[config.mk]
export PLATFORM = sky130hd
export DESIGN_NAME = muldiv_ctrl
export DESIGN_NICKNAME = d
export VERILOG_FILES = /design/src/rtl/muldiv_ctrl.sv
export SDC_FILE = /design/constraint.sdc
export NUM_CORES = 1
export LEC_CHECK = 0
export ABC_CLOCK_PERIOD_IN_PS = 11400
export CAP_MARGIN = 20
export CORE_AREA = 2 2 142 144
export CTS_BUF_LIST = sky130_fd_sc_hd__clkbuf_4
export DETAILED_ROUTE_END_ITERATION = 8
export DIE_AREA = 0 0 144 146
export PLACE_DENSITY_LB_ADDON = 0.12
export SLEW_MARGIN = 20
export SYNTH_ARGS = -nofsm -noshare
export SYNTH_HDL_FRONTEND = slang
export SYNTH_SLANG_ARGS = --single-unit
[constraint.sdc]
create_clock -name clk -period 11.4 [get_ports clk]
set_input_delay 2.28 -clock clk [delete_from_list [all_inputs] [get_ports clk]]
set_output_delay 2.28 -clock clk [all_outputs]
set_load 0.005 [all_outputs]
[src/rtl/muldiv_ctrl.sv]
// rtl/muldiv_ctrl.sv - issue/sequencing stage for the multi-cycle mult/div units
// Launches an op, counts the unit's fixed latency, then captures its result into HI/LO.
module muldiv_ctrl #(
  parameter int MULT_LAT = 35,
  parameter int DIV_LAT  = 34,
  parameter int CNT_W    = 6
) (
  input  logic        clk,
  input  logic        rst,
  input  logic        i_start,
  input  logic        i_op,
  input  logic [31:0] i_rs_val,
  input  logic [31:0] i_rt_val,
  input  logic        i_cancel,
  input  logic        i_mthi,
  input  logic        i_mtlo,
  input  logic [31:0] i_mt_data,
  output logic [31:0] o_unit_a,
  output logic [31:0] o_unit_b,
  output logic        o_mult_init,
  output logic        o_div_init,
  output logic        o_unit_stop,
  input  logic [31:0] i_mult_hi,
  input  logic [31:0] i_mult_lo,
  input  logic [31:0] i_div_hi,
  input  logic [31:0] i_div_lo,
  output logic [31:0] o_hi,
  output logic [31:0] o_lo,
  output logic        o_busy,
  output logic        o_done,
  output logic        o_div_zero
);

  typedef enum logic [2:0] {S_IDLE, S_LAUNCH, S_WAIT, S_DONE, S_DZERO} state_t;

  localparam logic [CNT_W-1:0] MULT_LOAD = CNT_W'(MULT_LAT - 1);
  localparam logic [CNT_W-1:0] DIV_LOAD  = CNT_W'(DIV_LAT - 1);

  state_t           r_state, w_next;
  logic             r_op;
  logic [CNT_W-1:0] r_cnt;
  logic [31:0]      r_unit_a, r_unit_b, r_hi, r_lo;
  logic             r_mult_init, r_div_init, r_unit_stop, r_busy, r_done, r_div_zero;

  logic w_dz, w_launch, w_cancel, w_capture;
  logic w_mult_init_d, w_div_init_d, w_unit_stop_d, w_busy_d, w_done_d, w_div_zero_d;

  assign w_dz      = (r_state == S_IDLE) && i_start && i_op && (i_rt_val == '0);
  assign w_launch  = (r_state == S_IDLE) && i_start && !w_dz;
  assign w_cancel  = i_cancel && ((r_state == S_LAUNCH) || (r_state == S_WAIT));
  assign w_capture = (r_state == S_WAIT) && !i_cancel && (r_cnt == '0);

  always_ff @(posedge clk or posedge rst) begin
    if (rst) r_state <= S_IDLE;
    else     r_state <= w_next;
  end

  always_comb begin
    w_next = r_state;
    case (r_state)
      S_IDLE: begin
        if (w_dz)         w_next = S_DZERO;
        else if (i_start) w_next = S_LAUNCH;
      end
      S_LAUNCH: w_next = i_cancel ? S_IDLE : S_WAIT;
      S_WAIT: begin
        if (i_cancel)           w_next = S_IDLE;
        else if (r_cnt == '0)   w_next = S_DONE;
      end
      S_DONE:  w_next = S_IDLE;
      S_DZERO: w_next = S_IDLE;
      default: w_next = S_IDLE;
    endcase
  end

  // Pulse values for the coming cycle; registered below so every output is a flop.
  always_comb begin
    w_mult_init_d = w_launch && !i_op;
    w_div_init_d  = w_launch && i_op;
    w_unit_stop_d = w_cancel;
    w_busy_d      = (w_next != S_IDLE);
    w_done_d      = w_capture || w_dz;
    w_div_zero_d  = w_dz;
  end

  always_ff @(posedge clk or posedge rst) begin
    if (rst) begin
      r_op        <= 1'b0;
      r_cnt       <= '0;
      r_unit_a    <= '0;
      r_unit_b    <= '0;
      r_hi        <= '0;
      r_lo        <= '0;
      r_mult_init <= 1'b0;
      r_div_init  <= 1'b0;
      r_unit_stop <= 1'b0;
      r_busy      <= 1'b0;
      r_done      <= 1'b0;
      r_div_zero  <= 1'b0;
    end else begin
      r_mult_init <= w_mult_init_d;
      r_div_init  <= w_div_init_d;
      r_unit_stop <= w_unit_stop_d;
      r_busy      <= w_busy_d;
      r_done      <= w_done_d;
      r_div_zero  <= w_div_zero_d;
      if (w_launch) begin
        r_op     <= i_op;
        r_unit_a <= i_rs_val;
        r_unit_b <= i_rt_val;
      end
      if (r_state == S_LAUNCH)
        r_cnt <= r_op ? DIV_LOAD : MULT_LOAD;
      else if ((r_state == S_WAIT) && (r_cnt != '0))
        r_cnt <= r_cnt - CNT_W'(1);
      // Capture and MTHI/MTLO never coincide: one needs WAIT, the other IDLE.
      if (w_capture) begin
        r_hi <= r_op ? i_div_hi : i_mult_hi;
        r_lo <= r_op ? i_div_lo : i_mult_lo;
      end else if (r_state == S_IDLE) begin
        if (i_mthi) r_hi <= i_mt_data;
        if (i_mtlo) r_lo <= i_mt_data;
      end
    end
  end

  assign o_unit_a    = r_unit_a;
  assign o_unit_b    = r_unit_b;
  assign o_mult_init = r_mult_init;
  assign o_div_init  = r_div_init;
  assign o_unit_stop = r_unit_stop;
  assign o_hi        = r_hi;
  assign o_lo        = r_lo;
  assign o_busy      = r_busy;
  assign o_done      = r_done;
  assign o_div_zero  = r_div_zero;

endmodule
[Yosys cells after proc, flatten, opt, wreduce, memory -nomap -nowiden]
Index checks and enable logic that the tools add are counted.
Operators by class
  add/sub/neg operators: 1
  equality and inequality tests: 2
  muxes and demuxes: 17
  reductions and logical operators: 26
Operators by type and width (number)
  two-way mux 32 bit: 8
  zero test 32 bit: 1
  two-way mux 3 bit: 4
  two-way mux 6 bit: 2
  logical AND 1 bit: 10
  one-hot mux 3 bit (3 select lines): 1
  nonzero test 2 bit: 4
  zero test 6 bit: 1
  nonzero test 6 bit: 1
  subtractor 6 x 1 -> 6 bit, second input constant: 1
  two-way mux 2 bit: 2
  AND reduction 2 bit: 2
  equality test 3 x 1 -> 1 bit, second input constant: 1
  equality test 3 x 2 -> 1 bit, second input constant: 1
  zero test 1 bit: 3
  zero test 3 bit: 1
  nonzero test 3 bit: 1
  logical OR 1 bit: 2
Word-level totals
  bits in registers: 144

[Depth between registers and ports, before layout]
Gate-level depths: netlist of the first run.
  word-level depth: 7
  mapped depth: 8
  mapped depth without buffers: 6

[Worst setup path after synthesis of the first run]
No wires, ideal clock.
  path kind: input -> register
  start point: in i_rt_val[26]
  end point: reg r_unit_a[0] (netlist: o_unit_a[0])
  library setup time: 0.127 ns
  data arrival time: 3.629 ns
  required time: 11.273 ns
  slack: 7.644 ns
  stages: 6
  buffers on the path: 2
  cell sequence: nor4_1 -> nand4_1 -> o31ai_1 -> buf_4 -> buf_6 -> mux2_1
On the way
  word-level cells in the longest chain between the ends: 4
RTL lines
  start: declaration: line 13  | input logic [31:0] i_rt_val,
  zero test 32 bit: line 48  | assign w_dz = (r_state == S_IDLE) && i_start && i_op && (i_rt_val == '0);
  logical AND 1 bit: line 48
  zero test 1 bit: line 49  | assign w_launch = (r_state == S_IDLE) && i_start && !w_dz;
  logical AND 1 bit: line 49
  end signal: assignment: line 109  | r_unit_a <= i_rs_val;
  end: declaration: line 42  | logic [31:0] r_unit_a, r_unit_b, r_hi, r_lo;
Every way passes these cells.
A chain may end at the register's enable or synchronous reset.

[Final worst setup path of the first run]
  start point: in i_cancel
  end point: reg r_hi[29] (netlist: o_hi[29])
On the way
  word-level cells in the longest chain between the ends: 5
RTL lines
  start: declaration: line 14  | input logic i_cancel,
  zero test 1 bit *: line 51  | assign w_capture = (r_state == S_WAIT) && !i_cancel && (r_cnt == '0);
  logical AND 1 bit * (2 in series): line 51
  nonzero test 2 bit (no source line)
  AND reduction 2 bit (no source line)
  end signal: assignment: line 118  | r_hi <= r_op ? i_div_hi : i_mult_hi;
  end signal: assignment: line 121  | if (i_mthi) r_hi <= i_mt_data;
  end: declaration: line 42
Mark *: on every way between the ends. The rest lies on a longest branch, timed or not.

==> results of run 1 <==
[power groups by stage]
stage | combinational (mW) | sequential (mW) | clock, mW
floorplan | 0.345 | 0.811 | 0
global placement | 0.859 | 0.816 | 0
detailed placement | 0.874 | 0.827 | 0
CTS | 0.880 | 0.817 | 0.361
global route | 0.929 | 0.842 | 0.382
finish | 0.866 | 0.815 | 0.345
[worst paths after layout]
kind	cells past startpoint	slack, ns	start	end
max	6	7.10	i_cancel	o_hi[29]
min	1	0.51	o_unit_b[5]	o_unit_b[5]
max reg2reg	7	8.57	r_cnt[0]	o_hi[29]
min reg2reg	1	0.51	o_unit_b[5]	o_unit_b[5]
max in group asynchronous	3	7.62	rst	r_op
min in group asynchronous	2	2.20	rst	o_unit_a[22]
[synthesized netlist by cell type (all sizes together)]
library cell,number
mux2,160
dfrtp,144
nand2,70
nor2b,34
a31oi,33
a211oi,32
buf,22
clkbuf,16
nor4,9
inv,5
nor2,5
nor3,4
nor3b,4
mux2i,3
o21ai,3
a21oi,2
and2,2
ha,2
nand4,2
o211ai,2
or2,2
or3,2
xnor2,2
a31o,1
and3,1
nand2b,1
nand3,1
o31ai,1
or3b,1
or4,1
xor2,1
[worst max-delay path, cell delays in order]
cell and delay, ns:
clkdlybuf4s50_1 0.51, nor3b_2 0.08, nand3_4 0.22, buf_4 0.83, mux2_2 0.43, mux2_2 0.27
[flip-flops by register name, indices dropped and copies added (netlist names)]
signal and cells:
o_hi 32, o_lo 32, o_unit_a 32, o_unit_b 32, r_cnt 6, r_state 3, o_busy 1, o_div_init 1
o_div_zero 1, o_done 1, o_mult_init 1, o_unit_stop 1, r_op 1
[metal layers]
metal / vias up / GRT usage / wire length, µm
li1: 2756 / - / -
met1: 2831 / 0.247 / 8800
met2: 243 / 0.365 / 11400
met3: 22 / 0.0760 / 2230
met4: 0 / 0.0608 / 370
met5: - / 0 / 0
[cell type report]
cell class / count / area (µm²) / share of cell area
Multi-Input combinational cell: 381 / 3230 / 0.289
Inverter: 5 / 23.8 / 0.00212
Clock inverter: 12 / 160 / 0.0143
Timing Repair Buffer: 372 / 3700 / 0.331
Sequential cell: 144 / 3610 / 0.322
Antenna cell: 1 / 2.50 / 0.000223
Clock buffer: 19 / 143 / 0.0127
Tap cell: 265 / 332 / 0.0296
[stage by stage]
stage | setup WS, ns | area (µm²)
6_report | 7.10 | 11200
5_1_grt | 7.05 | 11200
4_1_cts | 7.18 | 11200
3_5_place_dp | 6.57 | 10900
3_3_place_gp | 6.63 | 10900
2_1_floorplan | 5.25 | 7050
[logic make-up (layout without fill, tap and decap cells)]
group                      Yosys count  after routing  share of synthesized area
AOI/OAI and AO/OA                   74             74                     0.0713
other                                0              1                          0
xor gates and xnor gates             3              3                    0.00373
DFF                                144            144                      0.511
adders and majority gates            2              2                    0.00355
and+or+nand+nor                    139            139                      0.103
muxes                              163            163                      0.275
buffers and inverters               43            408                     0.0334
==> results.md, run 1 <==
- Final max-slew violation count: 0
- Power Density: 181 mW/mm²
- Mapped cell area: 0.00705 mm²
- Crit share post-route: 0.377
- Synth-to-layout area growth: 58.9%
- Worst-Margin Slew: 1.06 ns
- TritonCTS Buffers: 17
- Commonest non-fill, non-tap cells in the layout: clkdlybuf4s50_1, dfrtp_1, mux2_2, nand2_1, mux2_1
- RSZ-0062 raised after global routing: false
- Post-route ant nets: 0
- First-pass GRT wire length: 34400 µm
- Sw frac: 0.307
- Final setup viols: 0
- Crit-path max FO: 83
- Tot GR Track Use: 0.212
- #FFs+latches synth: 144
- Drt drc: 0
- Detailed Route WL: 22800 µm
- Min-delay worst type: reg2reg
- Fin crit period: 4.30 ns
- Worst Skew: 0.0243 ns
- Total grt overflow: 0
- DP HPWL: 17400 µm
- Yosys cell types: 40
- Setup CP Type: in2reg
- Routed vias: 5852
- DR WL/cell: 19.0 µm
- Bufs on Longest Clock Path: 2
- Worst VDD drop: 0.0988 mV
- Initial core utilization: 0.365
- Insertion delay to the later sink of the worst-skew pair: 0.53 ns
- Max Cap Viol: 0
- Seq pwr share: 0.402
- Vias/cell: 4.88
- Rel. slew slack: 0.294
- H-tree depth: 4
- Clk pwr share: 0.170
- Filler-free cell count of the finished design: 1199
- Clock slew at reported path FFs: 0.13 ns
- P_int: 1.40 mW
- YS warnings: 0
- Setup Buffers After CTS: 0
- Die width: 144 µm
- Avg Inst Size Synth: 12.4 µm²
- Port Buffers: 364
- Hold WS: 0.506 ns
- Number of global-route vias before repair: 6276
- Final Core Density: 0.580
- CTS tree: yes
- CTS Root Cell: clkbuf_4
- Largest net degree at the start of global routing: 84
- Hold-fix buffers, CTS: 0
- Hold Fails Final Rpt: 0
- First-pass detailed-route iteration total: 4
- Mapped Cells: 568
- Status: complete, no violations
- Nets: 1154
- Die Ht: 146 µm
- Sink Count: 144
- Sum Neg Setup Slack: 0 ns
- Logic pwr share: 0.427
- Yosys top cell by area: dfrtp_1
- Seq/Total Area, Yosys: 0.511
- Commonest non-fill, non-tap cell in the layout: clkdlybuf4s50_1
- Full die area: 0.0210 mm²
- First-iteration detailed-routing DRC count: 191
- Resized Gates After CTS: 0
- Critical Path AT: 4.71 ns
- Initial antenna violation count: 1
- Ranking of synthesized cells by area: dfrtp_1, mux2_2, mux2_1
- Tot Pwr: 2.03 mW
- Layout fillers: 1680
- Placed Cells: 1167
- Psw: 0.622 mW
- Synth top area share: 0.511
- P_leak: 4.55 nW
- Share of cells above drive strength 1: 0.174
- Critical path capture point type: register
- Rows: 51
- # IOs: 365
- Critical path required time: 11.82 ns
- Fmax: 233 MHz
- Core Region: 0.0193 mm²
- Final GP Congestion: 0.816
- Syn Nets: 801
- Critical Path Start Type: input port
No activity file was read; power rests on OpenSTA's default activity.
==> run 2: changes to the inputs <==
- ABC_CLOCK_PERIOD_IN_PS: 11400 -> 3700
- CORE_AREA: 2 2 142 144 -> not set
- CORE_MARGIN: not set -> 2
- CORE_UTILIZATION: not set -> 37
- DIE_AREA: 0 0 144 146 -> not set
- clock period: 11.4 -> 3.7 ns (I/O delays scaled with it)
==> run 2 against run 1 <==
Against the previous run:
- register-to-register slack worse by 7.4 ns
- via count increased by 0.99%
- total power increased to 3.0 times the previous value
- critical path type is now reg2reg
- largest cell class unchanged
==> results.md, run 2 (synthesized netlist as in run 1, its figures left out) <==
- Routed vias: 5910
- Full die area: 0.0202 mm²
- Delay-heaviest family, CP: simple AND/OR/NAND/NOR gates
- H-tree depth: 4
- Critical path capture point type: register
- Number of global-route vias before repair: 6413
- Worst setup path startpoint: r_cnt[0]
- # IOs: 365
- Fmax: 400 MHz
- Tot GR Track Use: 0.221
- Status: complete, no violations
- Bufs on Longest Clock Path: 2
- Reg2Reg Depth: 7
- Detailed Route WL: 22600 µm
- RR Endpoint: o_hi[17]
- Rows: 50
- CTS tree: yes
- Final setup viols: 0
- Largest net degree at the start of global routing: 86
- Nets: 1156
- Core Region: 0.0187 mm²
- Setup Buffers After CTS: 0
- First-pass GRT wire length: 34400 µm
- FF-to-FF Start: r_cnt[0]
- Final GP Congestion: 0.859
- Hold Fails Final Rpt: 0
- Worst Skew: 0.0194 ns
- Commonest non-fill, non-tap cell in the layout: clkdlybuf4s50_1
- CP max-delay cell: dfrtp_1
- Commonest non-fill, non-tap cells in the layout: clkdlybuf4s50_1, dfrtp_1, mux2_2, nand2_1, mux2_1
- Share of cells above drive strength 1: 0.172
- Post-route ant nets: 0
- Crit-path max FO: 34
- Drt drc: 0
- CP cell instances: inv_1 -> ha_1 -> nor3b_2 -> nand3_4 -> buf_12 -> mux2_4 -> mux2_2
- Vias/cell: 5.04
- Critical Path AT: 2.92 ns
- Resized Gates After CTS: 0
- Sum Neg Setup Slack: 0 ns
- First-iteration detailed-routing DRC count: 159
- Critical Path Start Type: register
- Critical path required time: 4.12 ns
- Total grt overflow: 0
- Filler-free cell count of the finished design: 1172
- Min-delay worst type: reg2reg
- Cell count along the critical path: 7
- P_leak: 4.57 nW
- Initial core utilization: 0.377
- CTS Root Cell: clkbuf_4
- First-pass detailed-route iteration total: 4
- Initial antenna violation count: 2
- TritonCTS Buffers: 17
- Die Ht: 142 µm
- Reg2Reg Setup Slack: 1.20 ns
- Rel. slew slack: 0.334
- Clock slew at reported path FFs: 0.12 ns
- Worst VDD drop: 0.323 mV
- Placed Cells: 1138
- Critical path's largest stage delay: 0.43 ns
- Synth-to-layout area growth: 59.0%
- Setup CP Type: reg2reg
- Fin crit period: 2.50 ns
- RSZ-0062 raised after global routing: false
- Crit share post-route: 0.676
- Insertion delay to the later sink of the worst-skew pair: 0.54 ns
- Hold-fix buffers, CTS: 0
- Worst setup endpoint: o_hi[17]
- DR WL/cell: 19.3 µm
- Port Buffers: 364
- Power Density: 549 mW/mm²
- DP HPWL: 17100 µm
- Die width: 142 µm
- Sink Count: 144
- Worst-Margin Slew: 0.999 ns
- Final max-slew violation count: 0
- WP buf/inv: 2
- Max Cap Viol: 0
## run 2: cell types whose count changed in the layout (fill, tap and decap cells not counted)
cell / delta
buf_4: -4
clkbuf_4: -2
clkinv_2: -2
inv_6: +3
diode_2: +1
clkinv_1: +4
bufinv_16: -2
buf_12: +6
## run 2: final cells by class
| class | count | area [µm²] |
|---|---|---|
| diodes | 2 | 5.00 |
| clock buffers | 17 | 128 |
| clock inverters | 15 | 133 |
| fillers | 1541 | 7490 |
| inverters | 5 | 22.5 |
| multi-input cells | 381 | 3230 |
| flip-flops and latches | 144 | 3610 |
| well taps | 234 | 293 |
| repair buffers | 374 | 3790 |
## run 2: per-layer routing
metal | vias to the layer above | part of all wire | GRT usage | wire [µm]
li1 | 2754 | - | - | -
met1 | 2874 | 0.39 | 0.253 | 8750
met2 | 254 | 0.49 | 0.381 | 11100
met3 | 28 | 0.097 | 0.0804 | 2190
met4 | 0 | 0.023 | 0.0826 | 517
met5 | - | 0 | 0 | 0
## run 2: metrics by stage
step	total power [mW]	setup WS, ns	hold slack, ns	instance area (µm²)	utilization
6_report	6.16	1.20	0.505	11200	0.600
5_1_grt	6.55	1.10	0.535	11200	0.600
4_1_cts	6.25	1.20	0.509	11200	0.599
3_5_place_dp	5.26	0.602	0.481	11000	0.585
3_3_place_gp	5.18	0.667	0.474	11000	0.585
2_1_floorplan	3.56	1.15	0.480	7060	-
## run 2: worst register-to-register path, delay by kind of cell, from the launching register on
family        cells  cell delay, ns
flops             1            0.43
simple gates      2            0.70
buf+inv           2            0.46
fa+ha+maj         1            0.19
mux               2            0.60
## run 2: how the worst min path moves through the flow
stage,from,endpoint,slack (ns),cells past startpoint
finish,o_unit_b[20],o_unit_b[20],0.50,1
global route,o_unit_a[27],o_unit_a[27],0.54,1
CTS,o_unit_b[20],o_unit_b[20],0.51,1
detailed placement,o_unit_a[3],o_unit_a[3],0.48,1
global placement,o_unit_b[11],o_unit_b[11],0.47,1
floorplan,r_cnt[4],r_cnt[4],0.48,1
## run 2: power by group
part | switching, mW | internal (mW) | leakage, nW
logic | 0.910 | 1.72 | 2.71
clock network | 0.618 | 0.341 | 0.142
registers | 0.437 | 2.14 | 1.72
total | 1.97 | 4.19 | 4.57
